## src/rtl/scanline_receiver.sv

```systemverilog
// rtl/scanline_receiver.sv - 8N1 UART receiver that packs bytes into scanlines and pushes them to a FIFO
// A partial line is discarded on stop-bit error or after a long idle gap.
module scanline_receiver #(
    parameter int CLKS_PER_BIT   = 434,
    parameter int BYTES_PER_LINE = 20,
    parameter int TIMEOUT_CLKS   = 4340
) (
    input  logic                        clk,
    input  logic                        reset,
    input  logic                        uart_rx,
    input  logic                        fifo_full,
    output logic [8*BYTES_PER_LINE-1:0] scanline,
    output logic                        fifo_push,
    output logic                        frame_error,
    output logic                        overflow
);
    localparam int TW = $clog2(CLKS_PER_BIT);
    localparam int IW = $clog2(BYTES_PER_LINE);
    localparam int CW = $clog2(TIMEOUT_CLKS + 1);
    localparam logic [TW-1:0] HALF_BIT = TW'(CLKS_PER_BIT / 2);
    localparam logic [TW-1:0] LAST_CLK = TW'(CLKS_PER_BIT - 1);
    localparam logic [IW-1:0] IDX_LAST = IW'(BYTES_PER_LINE - 1);
    localparam logic [CW-1:0] TMO      = CW'(TIMEOUT_CLKS);

    typedef enum logic [1:0] {S_IDLE, S_START, S_DATA, S_STOP} state_t;

    state_t                          r_state, w_next;
    logic                            r_rx_meta, r_rx_sync;
    logic [TW-1:0]                   r_timer;
    logic [2:0]                      r_bit;
    logic [7:0]                      r_shift;
    logic [IW-1:0]                   r_idx;
    logic [CW-1:0]                   r_idle_cnt;
    // The last byte of a line goes straight to the output, so only N-1 bytes are buffered.
    logic [8*(BYTES_PER_LINE-1)-1:0] r_buf;
    logic                            w_timer_clr, w_sample, w_byte_done, w_frame_err;
    logic                            w_line_done, w_timeout;

    always_ff @(posedge clk) begin
        if (reset) begin
            r_rx_meta <= 1'b1;
            r_rx_sync <= 1'b1;
            r_state   <= S_IDLE;
        end else begin
            r_rx_meta <= uart_rx;
            r_rx_sync <= r_rx_meta;
            r_state   <= w_next;
        end
    end

    always_comb begin
        w_next      = r_state;
        w_timer_clr = 1'b0;
        w_sample    = 1'b0;
        w_byte_done = 1'b0;
        w_frame_err = 1'b0;
        case (r_state)
            S_IDLE: begin
                w_timer_clr = 1'b1;
                if (!r_rx_sync) w_next = S_START;
            end
            S_START: begin
                if (r_timer == HALF_BIT) begin
                    w_timer_clr = 1'b1;
                    w_next      = r_rx_sync ? S_IDLE : S_DATA;
                end
            end
            S_DATA: begin
                if (r_timer == LAST_CLK) begin
                    w_timer_clr = 1'b1;
                    w_sample    = 1'b1;
                    if (r_bit == 3'd7) w_next = S_STOP;
                end
            end
            S_STOP: begin
                // Returning to IDLE at mid-stop lets a gapless next start bit be caught.
                if (r_timer == LAST_CLK) begin
                    w_timer_clr = 1'b1;
                    w_byte_done = r_rx_sync;
                    w_frame_err = !r_rx_sync;
                    w_next      = S_IDLE;
                end
            end
            default: w_next = S_IDLE;
        endcase
    end

    assign w_line_done = w_byte_done && (r_idx == IDX_LAST);
    assign w_timeout   = (r_state == S_IDLE) && (r_idle_cnt == TMO) && (r_idx != '0);

    always_ff @(posedge clk) begin
        if (reset) begin
            r_timer <= '0;
            r_bit   <= '0;
            r_shift <= '0;
        end else begin
            r_timer <= w_timer_clr ? '0 : r_timer + TW'(1);
            if (r_state == S_START)
                r_bit <= '0;
            else if (w_sample)
                r_bit <= r_bit + 3'd1;
            if (w_sample) r_shift <= {r_rx_sync, r_shift[7:1]};
        end
    end

    always_ff @(posedge clk) begin
        if (reset)
            r_idle_cnt <= '0;
        else if (r_state == S_IDLE && !r_rx_sync)
            r_idle_cnt <= '0;
        else if (r_state == S_IDLE && r_idle_cnt != TMO)
            r_idle_cnt <= r_idle_cnt + CW'(1);
    end

    always_ff @(posedge clk) begin
        if (reset) begin
            r_idx       <= '0;
            r_buf       <= '0;
            scanline    <= '0;
            fifo_push   <= 1'b0;
            overflow    <= 1'b0;
            frame_error <= 1'b0;
        end else begin
            fifo_push   <= w_line_done && !fifo_full;
            overflow    <= w_line_done && fifo_full;
            frame_error <= w_frame_err;
            if (w_line_done && !fifo_full) scanline <= {r_shift, r_buf};
            if (w_frame_err || w_timeout || w_line_done) begin
                r_idx <= '0;
            end else if (w_byte_done) begin
                r_buf[8*r_idx +: 8] <= r_shift;
                r_idx               <= r_idx + IW'(1);
            end
        end
    end
endmodule

```

## config.mk

```make
export PLATFORM = sky130hd
export DESIGN_NAME = scanline_receiver
export DESIGN_NICKNAME = d
export VERILOG_FILES = /design/src/rtl/scanline_receiver.sv
export SDC_FILE = /design/constraint.sdc
export NUM_CORES = 1
export LEC_CHECK = 0
export ABC_CLOCK_PERIOD_IN_PS = 2840
export BUFFER_PORTS_ARGS = -buffer_cell sky130_fd_sc_hd__buf_2
export CORE_ASPECT_RATIO = 0.75
export CORE_MARGIN = 2
export CORE_UTILIZATION = 52
export CTS_CLUSTER_DIAMETER = 40
export DETAILED_ROUTE_END_ITERATION = 10
export PLACE_DENSITY = 0.75
export SETUP_SLACK_MARGIN = 0.2
export SKIP_CTS_REPAIR_TIMING = 1
export SLEW_MARGIN = 25
export SYNTH_ARGS = -nofsm -noshare
export SYNTH_HDL_FRONTEND = slang
export SYNTH_SLANG_ARGS = --single-unit
```

## constraint.sdc

```tcl
create_clock -name clk -period 2.84 [get_ports clk]
set_input_delay 0.568 -clock clk [delete_from_list [all_inputs] [get_ports clk]]
set_output_delay 0.568 -clock clk [all_outputs]
set_load 0.02 [all_outputs]
```

# Yosys cells after proc, flatten, opt, wreduce, memory -nomap -nowiden
# Index checks and enable logic that the tools add are counted.
# totals
regBits	357
in_bits	4
wordCells	71
# op_classes
addsub	5
n_eq_ne	14
shifts	2
mux	16
bitwise_logic	1
reduce_logical	20
# ops
cell	count
$bwmux 152	1
$shift 8x34->152 const A	1
$shiftx 8x34->152	1
$neg 8->34	1
$add 13x1->13 const B	1
$eq 13x13->1 const B	1
$ne 13x13->1 const B	1
$mux 2	6
$ne 2x2->1 const B	5
$reduce_or 2->1	5
$add 9x1->9 const B	1
$eq 9x8->1 const B	1
$eq 9x9->1 const B	1
$pmux 2 s4	1
$logic_and 1x1->1	7
$mux 1	7
$add 5x1->5 const B	1
$eq 5x5->1 const B	1
$reduce_and 5->1	1
$reduce_bool 5->1	1
$eq 2x2->1 const B	2
$add 3x1->3 const B	1
$eq 3x3->1 const B	1
$pmux 1 s3	1
6 further kinds	8

# Longest topological paths before layout
# Gate-level depths: netlist of the first run.
# logic_depth
depth_word	7
mapped_depth	14
mapped_depth_nobuf	10

# Least setup slack after synthesis of the first run
# OpenSTA, ideal clock, no wires.
# synth_timing
path_kind	register to register
from	register r_idx[0]
to	register r_buf[54]
t_arrival_ns	2.779
required_ns	2.724
slack_ns	-0.055
path_stages_with_launch	15
path_buffers	4
synth_period_minus_slack_ns	2.895
cell_sequence	dfxtp_1 buf_4 inv_1 ha_1 nand2b_1 nor2_1 ha_1 buf_2 inv_1 nor3_4 and4_1 buf_2 buf_2 nor3b_1 a31o_2
# synth_via
elab_chain_len	6
elab_cells_between_ends	12
cone_classes	add/sub: 1; eq/ne: 1; shift: 2; mux: 1; bitwise: 1; reduce/logical: 6
# synth_lines
item	line_no	source
from (decl)	32	logic [IW-1:0] r_idx;
from (signal assigned)	132	r_idx <= r_idx + IW'(1);
parallel branches: the longest is 6 deep, another holds $neg 8->34	n/a	
to (signal, indexed assignment)	131	r_buf[8*r_idx +: 8] <= r_shift;
to (decl)	35	logic [8*(BYTES_PER_LINE-1)-1:0] r_buf;
# Parallel ways; which one is timed is not known.
# A chain may end at the register's enable or synchronous reset.

# Worst setup path in the final report of the first run
# layout_timing
from	register r_idx[0]
to	register r_buf[77]
# The elaborated chain is that of the path after synthesis.

==> run summary, run 1 <==
status = finished clean
routability cong. = 0.9607
drt wl/cell = 17.77 um
total grt overflow = 0
RSZ-0062 raised after global routing = yes
Final Util = 62.66%
Crit path required time = 3.24 ns
Setup WS post-layout = 0.3210 ns
ANT nets after route = 0
Peak supply drop = 0.0004692 V
setup violators final = 0
PortBufs = 166
DRT iter0 DRCs = 1081
dpl hpwl = 25.47 mm
sw frac = 20.40%
Worst Path Arrival = 2.92 ns
CTS sink cnt = 357
Max-Slew Margin vs Limit = 31.88%
# fillers = 2227
Pint = 8.063 mW
Sequential Area = 7149 um^2
Clock Tree Buf Depth = 3
Slew Viols, Final = 0
actual slew at the worst max-slew pin = 1.020 ns
syn avg cell area = 8.488 um^2
Synth Net Count = 1657
P_sw = 2.066 mW
pwr dens = 617.9 nW/um^2
share of layout cells above drive strength 1 = 17.95%
standard-cell row count = 51
clk_skew = 0.01257 ns
Post-Syn Area = 13950 um^2
most common cell after layout, fill and taps aside = nand2_1
GRT Max-Usage Layer = met1
crit end category = flip-flop
depth of the CTS H-tree = 2
Clock Pin Slew Worst Setup and Hold Paths = 0.06 ns
Multi-input gate area = 6207 um^2
Setup crit start kind = flip-flop
number of nets in the layout = 1786
Syn Inst Count = 1644
Total Power = 10.13 mW
Clk Latency, worst-skew pair = 0.52 ns
post-route cell area = 16390 um^2
total wire length = 38.07 mm
total number of vias = 12085
die height = 145.9 um
combinational power share = 1.3%
Post-synth ARST share = 0%
r2r setup slk = 0.32 ns
most frequent cells in the layout = nand2_1, dfxtp_1, a21oi_1, buf_2, o21ai_0
CTS buffer count = 37
post-synth cell types = 64
Layout area overhead = 17.48%
sum of negative setup slack = 0 ns
clock share of power = 49.0%
number of global-route vias before repair = 11195
sequential cell area fraction in the yosys report = 51.21%
largest net degree at the start of global routing = 106
worst-case reg-to-reg path depth = 12
gr usage total = 26.32%
I/O pin count = 167
Vias/cell = 5.639
met3 GRT Util = 4.702%
initial antenna violation count = 0
worst setup path class = reg2reg
CTS root buf = clkbuf_16
DR pass1 iterations = 6
ANT cells = 0
dpl cell area = 15110 um^2
dpl ws = 0.2054 ns
DRC Markers = 0
Hold Path Class = in2reg
CTS tree = built
Tmin final = 2.519 ns
synth warn = 0
met2 Resource Use GR = 38.27%
number of max-cap violations = 0
flop and latch count out of synthesis = 357
number of flops mapped to enable cells by yosys = 0
core area = 26160 um^2
met1 usage = 39.56%
Starting Density = 53.34%
first-pass GRT wire length = 60.11 mm
Die ar. = 28180 um^2
Most used DFF post-synth = dfxtp_1
hold depth = 2
crit-path max FO = 10
Final period util = 88.70%
endpoints failing hold = 0
die width = 193.2 um
Leak Pwr = 5.965 nW
sequential fraction of design power = 49.6%
Fmax achieved = 397.0 MHz
## state kept, by name, indices dropped and copies added (netlist names), 3 cells and up, named ones only
signal / flops
r_timer: 9
scanline: 160
r_idx: 5
r_idle_cnt: 13
r_shift: 8
r_bit: 3
r_buf: 152
## layer usage
layer | vias to the layer above | wire (um)
met5 | - | 66
met2 | 440 | 16060
met4 | 2 | 934
met1 | 5699 | 18060
met3 | 76 | 2957
li1 | 5868 | -
## through the flow
stage               hold WS [ns]  std cells
CTS                       0.2430       2141
floorplan                 0.3895       1644
global placement          0.4067       2076
global route              0.2506       2143
detailed placement        0.4059       2076
finish                    0.2507       2143
## path summary, 6_finish.rpt
| kind | from | end |
|---|---|---|
| worst max-delay path | r_idx[0] | r_buf[77] |
| worst min-delay path | uart_rx | r_rx_meta |
| worst max register to register | r_idx[0] | r_buf[77] |
| worst min register to register | r_rx_meta | r_rx_sync |
## power by group through the flow
stage | logic (mW) | clock network [mW] | registers [mW]
final | 0.133 | 4.97 | 5.03
after global routing | 0.144 | 5.25 | 5.03
after CTS | 0.132 | 5.02 | 5.03
after detailed placement | 0.132 | 0 | 5.14
after global placement | 0.130 | 0 | 5.14
after floorplan | 0.110 | 0 | 5.13
## cells by family after synthesis
family / count (synthesis) / share of synthesized area (%)
adder cells (fa/ha/maj): 9 / 0.8070
XOR/XNOR: 24 / 1.506
multiplexers: 41 / 2.950
buffers and inverters: 145 / 4.492
AO/OA/AOI/OAI: 369 / 14.10
AND/OR/NAND/NOR: 699 / 24.93
flip-flops: 357 / 51.21
## cell type report
cell class                      instances  area share, %
Sequential cell                       357          43.61
Multi-Input combinational cell       1142          37.86
Timing Repair Buffer                  221          7.952
Clock buffer                           51          6.533
Tap cell                              344          2.625
Clock inverter                         14          1.099
Inverter                               14         0.3205
## critical path: stages, from the launching register on
cell	delay [ns]
dfxtp_2	0.33
inv_2	0.07
ha_1	0.21
nand2b_1	0.09
nor2_1	0.05
ha_1	0.21
nand4b_1	0.23
nor4b_4	0.30
buf_4	0.22
nand3_2	0.20
buf_4	0.24
o21ai_0	0.16
o21ai_0	0.10
## synth_stat cells (all sizes together) (6+ instances only)
master,n,area share (%)
nand2,377,10
dfxtp,357,51
a21oi,208,7.5
o21ai,125,4.5
clkbuf,85,2.3
nor2,68,1.8
nand3b,53,2.9
nand4,50,2.3
buf,46,1.8
mux2i,40,2.9
nand3,32,1.2
nand2b,28,1.3
nor2b,23,1.0
nor3,15,0.69
inv,14,0.38
o31ai,13,0.70
xnor2,12,0.75
xor2,12,0.75
ha,9,0.81
nor3b,9,0.48
a31o,6,0.38
nor4,6,0.51
nor4b,6,0.74
or2,6,0.27
No activity file was read; power rests on OpenSTA's default activity.
==> run 2: changes to the inputs <==
--- a/config.mk
+++ b/config.mk
@@ -9,10 +9,10 @@
 export BUFFER_PORTS_ARGS = -buffer_cell sky130_fd_sc_hd__buf_2
 export CORE_ASPECT_RATIO = 0.75
 export CORE_MARGIN = 2
-export CORE_UTILIZATION = 52
+export CORE_UTILIZATION = 46
 export CTS_CLUSTER_DIAMETER = 40
 export DETAILED_ROUTE_END_ITERATION = 10
-export PLACE_DENSITY = 0.75
+export PLACE_DENSITY = 0.76
 export SETUP_SLACK_MARGIN = 0.2
 export SKIP_CTS_REPAIR_TIMING = 1
 export SLEW_MARGIN = 25
==> run 2 against run 1 <==
  * Combinational power barely moved
  * Final cell count rose by 3.0%
  * Clock power rose by 11%
  * Critical path type unchanged
  * Non-clock buffer count rose by 5
==> run summary, run 2 (synthesis gave the netlist of run 1 again) <==
endpoints failing hold = 0
gr usage total = 24.17%
pwr dens = 640.0 nW/um^2
Setup crit start kind = flip-flop
setup violators final = 0
Die ar. = 31760 um^2
CTS root buf = clkbuf_16
Crit path required time = 3.25 ns
drt wl/cell = 17.71 um
die width = 205.1 um
I/O pin count = 167
Worst Path Arrival = 2.91 ns
die height = 154.8 um
crit end category = flip-flop
total number of vias = 12179
Tmin final = 2.498 ns
depth of the CTS H-tree = 2
Setup WS post-layout = 0.3424 ns
Worst setup startpoint = r_idx[0]
standard-cell row count = 55
Clock Tree Buf Depth = 3
number of global-route vias before repair = 11175
number of nets in the layout = 1793
CTS tree = built
clk_skew = 0.01142 ns
ANT nets after route = 0
Vias/cell = 5.516
Layout area overhead = 19.67%
share of layout cells above drive strength 1 = 18.75%
Starting Density = 46.51%
Clk Latency, worst-skew pair = 0.53 ns
Final period util = 87.94%
max reg flops = 160
Fmax achieved = 400.4 MHz
actual slew at the worst max-slew pin = 0.8271 ns
core area = 30000 um^2
Slew Viols, Final = 0
DRC Markers = 0
routability cong. = 0.9354
dpl ws = 0.08717 ns
largest net degree at the start of global routing = 103
PortBufs = 166
total wire length = 39.11 mm
first-pass GRT wire length = 61.48 mm
DRT iter0 DRCs = 1005
Final Util = 55.66%
CTS sink cnt = 357
CTS buffer count = 39
Peak supply drop = 0.0003675 V
reg2reg start = r_idx[0]
status = finished clean
hold path startpoint = uart_rx
crit-path max FO = 16
Largest regs = scanline x160, r_buf x152, r_idle_cnt x13
number of max-cap violations = 0
RSZ-0062 raised after global routing = yes
total grt overflow = 0
worst setup path class = reg2reg
Clock Pin Slew Worst Setup and Hold Paths = 0.06 ns
DR pass1 iterations = 5
most common cell after layout, fill and taps aside = nand2_1
most frequent cells in the layout = nand2_1, dfxtp_1, a21oi_1, buf_2, o21ai_0
Top reg by flops = scanline
Max-Slew Margin vs Limit = 44.44%
Hold Path Class = in2reg
initial antenna violation count = 0
Leak Pwr = 6.055 nW
dpl hpwl = 26.29 mm
sum of negative setup slack = 0 ns
-- run 2: cell count changes in the layout (fill, tap and decap cells not counted), moves of 2 or more --
cell and delta:
clkinv_2 -3, clkbuf_16 +2, bufinv_16 +3, clkinvlp_4 +3
buf_4 +4, clkinv_4 +2, clkbuf_1 -5
-- run 2: report_power, final --
group	switching, mW	internal [mW]	total (mW)
combinational	0.0907	0.0396	0.130
clock	2.09	3.44	5.53
sequential	0.0139	5.01	5.03
total	2.19	8.50	10.7
-- run 2: through the flow --
step,hold slack (ns),instances,total power [mW],area (um^2)
after floorplan,0.3895,1644,5.242,13960
after global placement,0.3933,2135,5.267,15210
after detailed placement,0.3933,2135,5.270,15210
after CTS,0.1999,2204,10.76,16630
after global routing,0.2198,2207,10.99,16700
final,0.2206,2208,10.69,16700
-- run 2: path summary, 6_finish.rpt --
path          endpoint  slack, ns  depth (start not counted)
max           r_buf[9]       0.34                         13
min          r_rx_meta       0.22                          2
max reg2reg   r_buf[9]       0.34                         13
min reg2reg  r_rx_sync       0.41                          1
-- run 2: routing by layer --
| layer | up-vias | GRT usage (%) | wire, um |
|---|---|---|---|
| met5 | - | 0 | 0 |
| met4 | 0 | 6.646 | 808 |
| met3 | 76 | 5.836 | 3596 |
| met2 | 483 | 35.42 | 16710 |
| met1 | 5741 | 35.29 | 17990 |
| li1 | 5879 | - | - |
-- run 2: area by class of cell --
type / instances / area [um^2]
sequential: 357 / 7148
clock buffer: 49 / 1116
tap: 399 / 499.2
multi-input combinational: 1142 / 6230
inverter: 14 / 52.55
fill: 2760 / 13300
timing repair buffer: 226 / 1345
antenna: 1 / 2.502
clock inverter: 20 / 306.5
-- run 2: critical path: stages (launching register included) --
cell and delay, ns:
dfxtp_2 0.33, inv_2 0.07, ha_1 0.22, nand2b_1 0.09, nor2_1 0.05, ha_1 0.22, nand4b_1 0.24, nor4b_4 0.25
buf_4 0.18, buf_6 0.14, nand4_1 0.17, buf_4 0.25, nand3b_1 0.09, o21ai_0 0.09
==> run 3: changes to the inputs <==
--- a/config.mk
+++ b/config.mk
@@ -5,14 +5,14 @@
 export SDC_FILE = /design/constraint.sdc
 export NUM_CORES = 1
 export LEC_CHECK = 0
-export ABC_CLOCK_PERIOD_IN_PS = 2840
+export ABC_CLOCK_PERIOD_IN_PS = 2600
 export BUFFER_PORTS_ARGS = -buffer_cell sky130_fd_sc_hd__buf_2
 export CORE_ASPECT_RATIO = 0.75
 export CORE_MARGIN = 2
 export CORE_UTILIZATION = 46
 export CTS_CLUSTER_DIAMETER = 40
 export DETAILED_ROUTE_END_ITERATION = 10
-export PLACE_DENSITY = 0.76
+export PLACE_DENSITY = 0.73
 export SETUP_SLACK_MARGIN = 0.2
 export SKIP_CTS_REPAIR_TIMING = 1
 export SLEW_MARGIN = 25
==> constraint.sdc (replaced) <==
create_clock -name clk -period 2.6 [get_ports clk]
set_input_delay 0.52 -clock clk [delete_from_list [all_inputs] [get_ports clk]]
set_output_delay 0.52 -clock clk [all_outputs]
set_load 0.02 [all_outputs]
==> run 3 against run 2 <==
  * Register-to-register slack worse by 0.18 ns
  * Sequential power up 9.1%
  * Maximum frequency up 2.5%
  * Total power up 5.6%
  * Critical path depth unchanged
  * Final cell count up 1.0%
  * Highest routed layer unchanged
==> run summary, run 3 (synthesis gave the netlist of run 1 again) <==
status = finished clean
post-route cell area = 16970 um^2
ANT cells = 0
top layer in use = met4
actual slew at the worst max-slew pin = 0.7561 ns
crit end category = flip-flop
routability cong. = 0.9067
Peak supply drop = 0.0004255 V
Largest regs = scanline x160, r_buf x152, r_idle_cnt x13
depth of the CTS H-tree = 2
Die ar. = 31760 um^2
RSZ-0062 raised after global routing = yes
sum of negative setup slack = 0 ns
met1 wire length = 18.42 mm
ANT nets after route = 0
Setup crit start kind = flip-flop
CP max-delay cell = dfxtp_4
most common cell after layout, fill and taps aside = nand2_1
endpoints failing hold = 0
die width = 205.1 um
share of layout cells above drive strength 1 = 20.31%
total wire length = 39.43 mm
CTS root buf = clkbuf_16
total grt overflow = 0
initial antenna violation count = 0
largest net degree at the start of global routing = 113
I/O pin count = 167
number of nets in the layout = 1814
Met2 Routed Length = 16.93 mm
most frequent cells in the layout = nand2_1, dfxtp_1, a21oi_1, buf_2, o21ai_0
crit-path max FO = 8
CP Buf/Inv Count = 4
Clk Latency, worst-skew pair = 0.55 ns
dpl cell area = 15370 um^2
Sequential Area = 7152 um^2
Multi-input gate area = 6312 um^2
pwr dens = 665.1 nW/um^2
met3 routed WL = 3.168 mm
CTS tree = built
drt wl/cell = 17.67 um
Starting Density = 46.51%
core area = 30000 um^2
Layout area overhead = 21.62%
worst setup path class = reg2reg
first-pass GRT wire length = 61.15 mm
CTS buffer count = 40
Vias/cell = 5.505
Fmax achieved = 410.3 MHz
Total Power = 11.29 mW
Slew Viols, Final = 0
Max-Slew Margin vs Limit = 49.53%
gr usage total = 24.02%
CTS sink cnt = 357
Top reg by flops = scanline
dpl hpwl = 26.03 mm
Final period util = 93.74%
# fillers = 2788
standard-cell row count = 55
Leak Pwr = 6.179 nW
Worst path max stage delay = 0.36 ns
number of global-route vias before repair = 11241
CP cell instances = inv_6 -> ha_4 -> nand2b_4 -> nor2_4 -> ha_4 -> nand4b_1 -> nor4b_4 -> buf_4 -> buf_6 -> nand4_1 -> buf_6 -> nand3b_1 -> o21ai_1
Crit path required time = 3.02 ns
Tmin final = 2.437 ns
Clock Pin Slew Worst Setup and Hold Paths = 0.06 ns
DR pass1 iterations = 5
DRC Markers = 0
max reg flops = 160
Clock Tree Buf Depth = 3
Crit path max-delay family = simple AND/OR/NAND/NOR gates
Hold Path Class = in2reg
DRT iter0 DRCs = 1078
number of max-cap violations = 0
Final Util = 56.56%
PortBufs = 166
Worst Path Arrival = 2.86 ns
die height = 154.8 um
clk_skew = 0.02121 ns
total number of vias = 12281
setup violators final = 0
[run 3: cell count changes in the layout (fill, tap and decap cells not counted), moves of 6 or more]
| cell | previous run | this run |
|---|---|---|
| buf_12 | 4 | 10 |
| o21ai_0 | 118 | 81 |
| inv_6 | 2 | 9 |
| o21ai_1 | 7 | 37 |
| buf_6 | 1 | 13 |
| o21ai_2 | 0 | 6 |
[run 3: worst register-to-register path, cell delays in order (launching register included)]
cell and delay, ns:
dfxtp_4 0.36, inv_6 0.04, ha_4 0.16, nand2b_4 0.08
nor2_4 0.04, ha_4 0.16, nand4b_1 0.22, nor4b_4 0.30
buf_4 0.19, buf_6 0.12, nand4_1 0.26, buf_6 0.26
nand3b_1 0.08, o21ai_1 0.07
[run 3: final timing paths]
kind	from	to	slack (ns)	cells after the start
setup / recovery	r_idx[0]	r_buf[17]	0.16	13
hold / removal	uart_rx	r_rx_meta	0.17	2
setup reg to reg	r_idx[0]	r_buf[17]	0.16	13
hold reg to reg	r_rx_meta	r_rx_sync	0.40	1
[run 3: metrics by stage]
| stage | worst slack (ns) | hold slack (ns) | cells |
|---|---|---|---|
| CTS | 0.04176 | 0.1554 | 2215 |
| floorplan | 0.2033 | 0.3895 | 1644 |
| finish | 0.1626 | 0.1720 | 2231 |
| detailed placement | 0.06831 | 0.4006 | 2142 |
| global route | 0.04669 | 0.1636 | 2231 |
| global placement | 0.1435 | 0.3955 | 2142 |
[run 3: metal layers]
layer | track usage (%) | vias up
met5 | 0 | -
met4 | 7.674 | 0
met3 | 4.277 | 71
met2 | 34.89 | 473
met1 | 35.88 | 5815
li1 | - | 5922
[run 3: where the power goes]
part | leakage (nW) | internal, mW | switching (mW)
Clock | 0.655 | 3.26 | 2.40
Combinational | 2.65 | 0.0452 | 0.0984
Sequential | 2.88 | 5.48 | 0.0150
[run 3: layout make-up]
class / count / share of cell area [%]
sequential: 357 / 42.14
multi-input combinational: 1142 / 37.19
timing repair buffer: 246 / 9.577
clock buffer: 51 / 6.444
tap: 399 / 2.942
clock inverter: 22 / 1.334
inverter: 14 / 0.3686
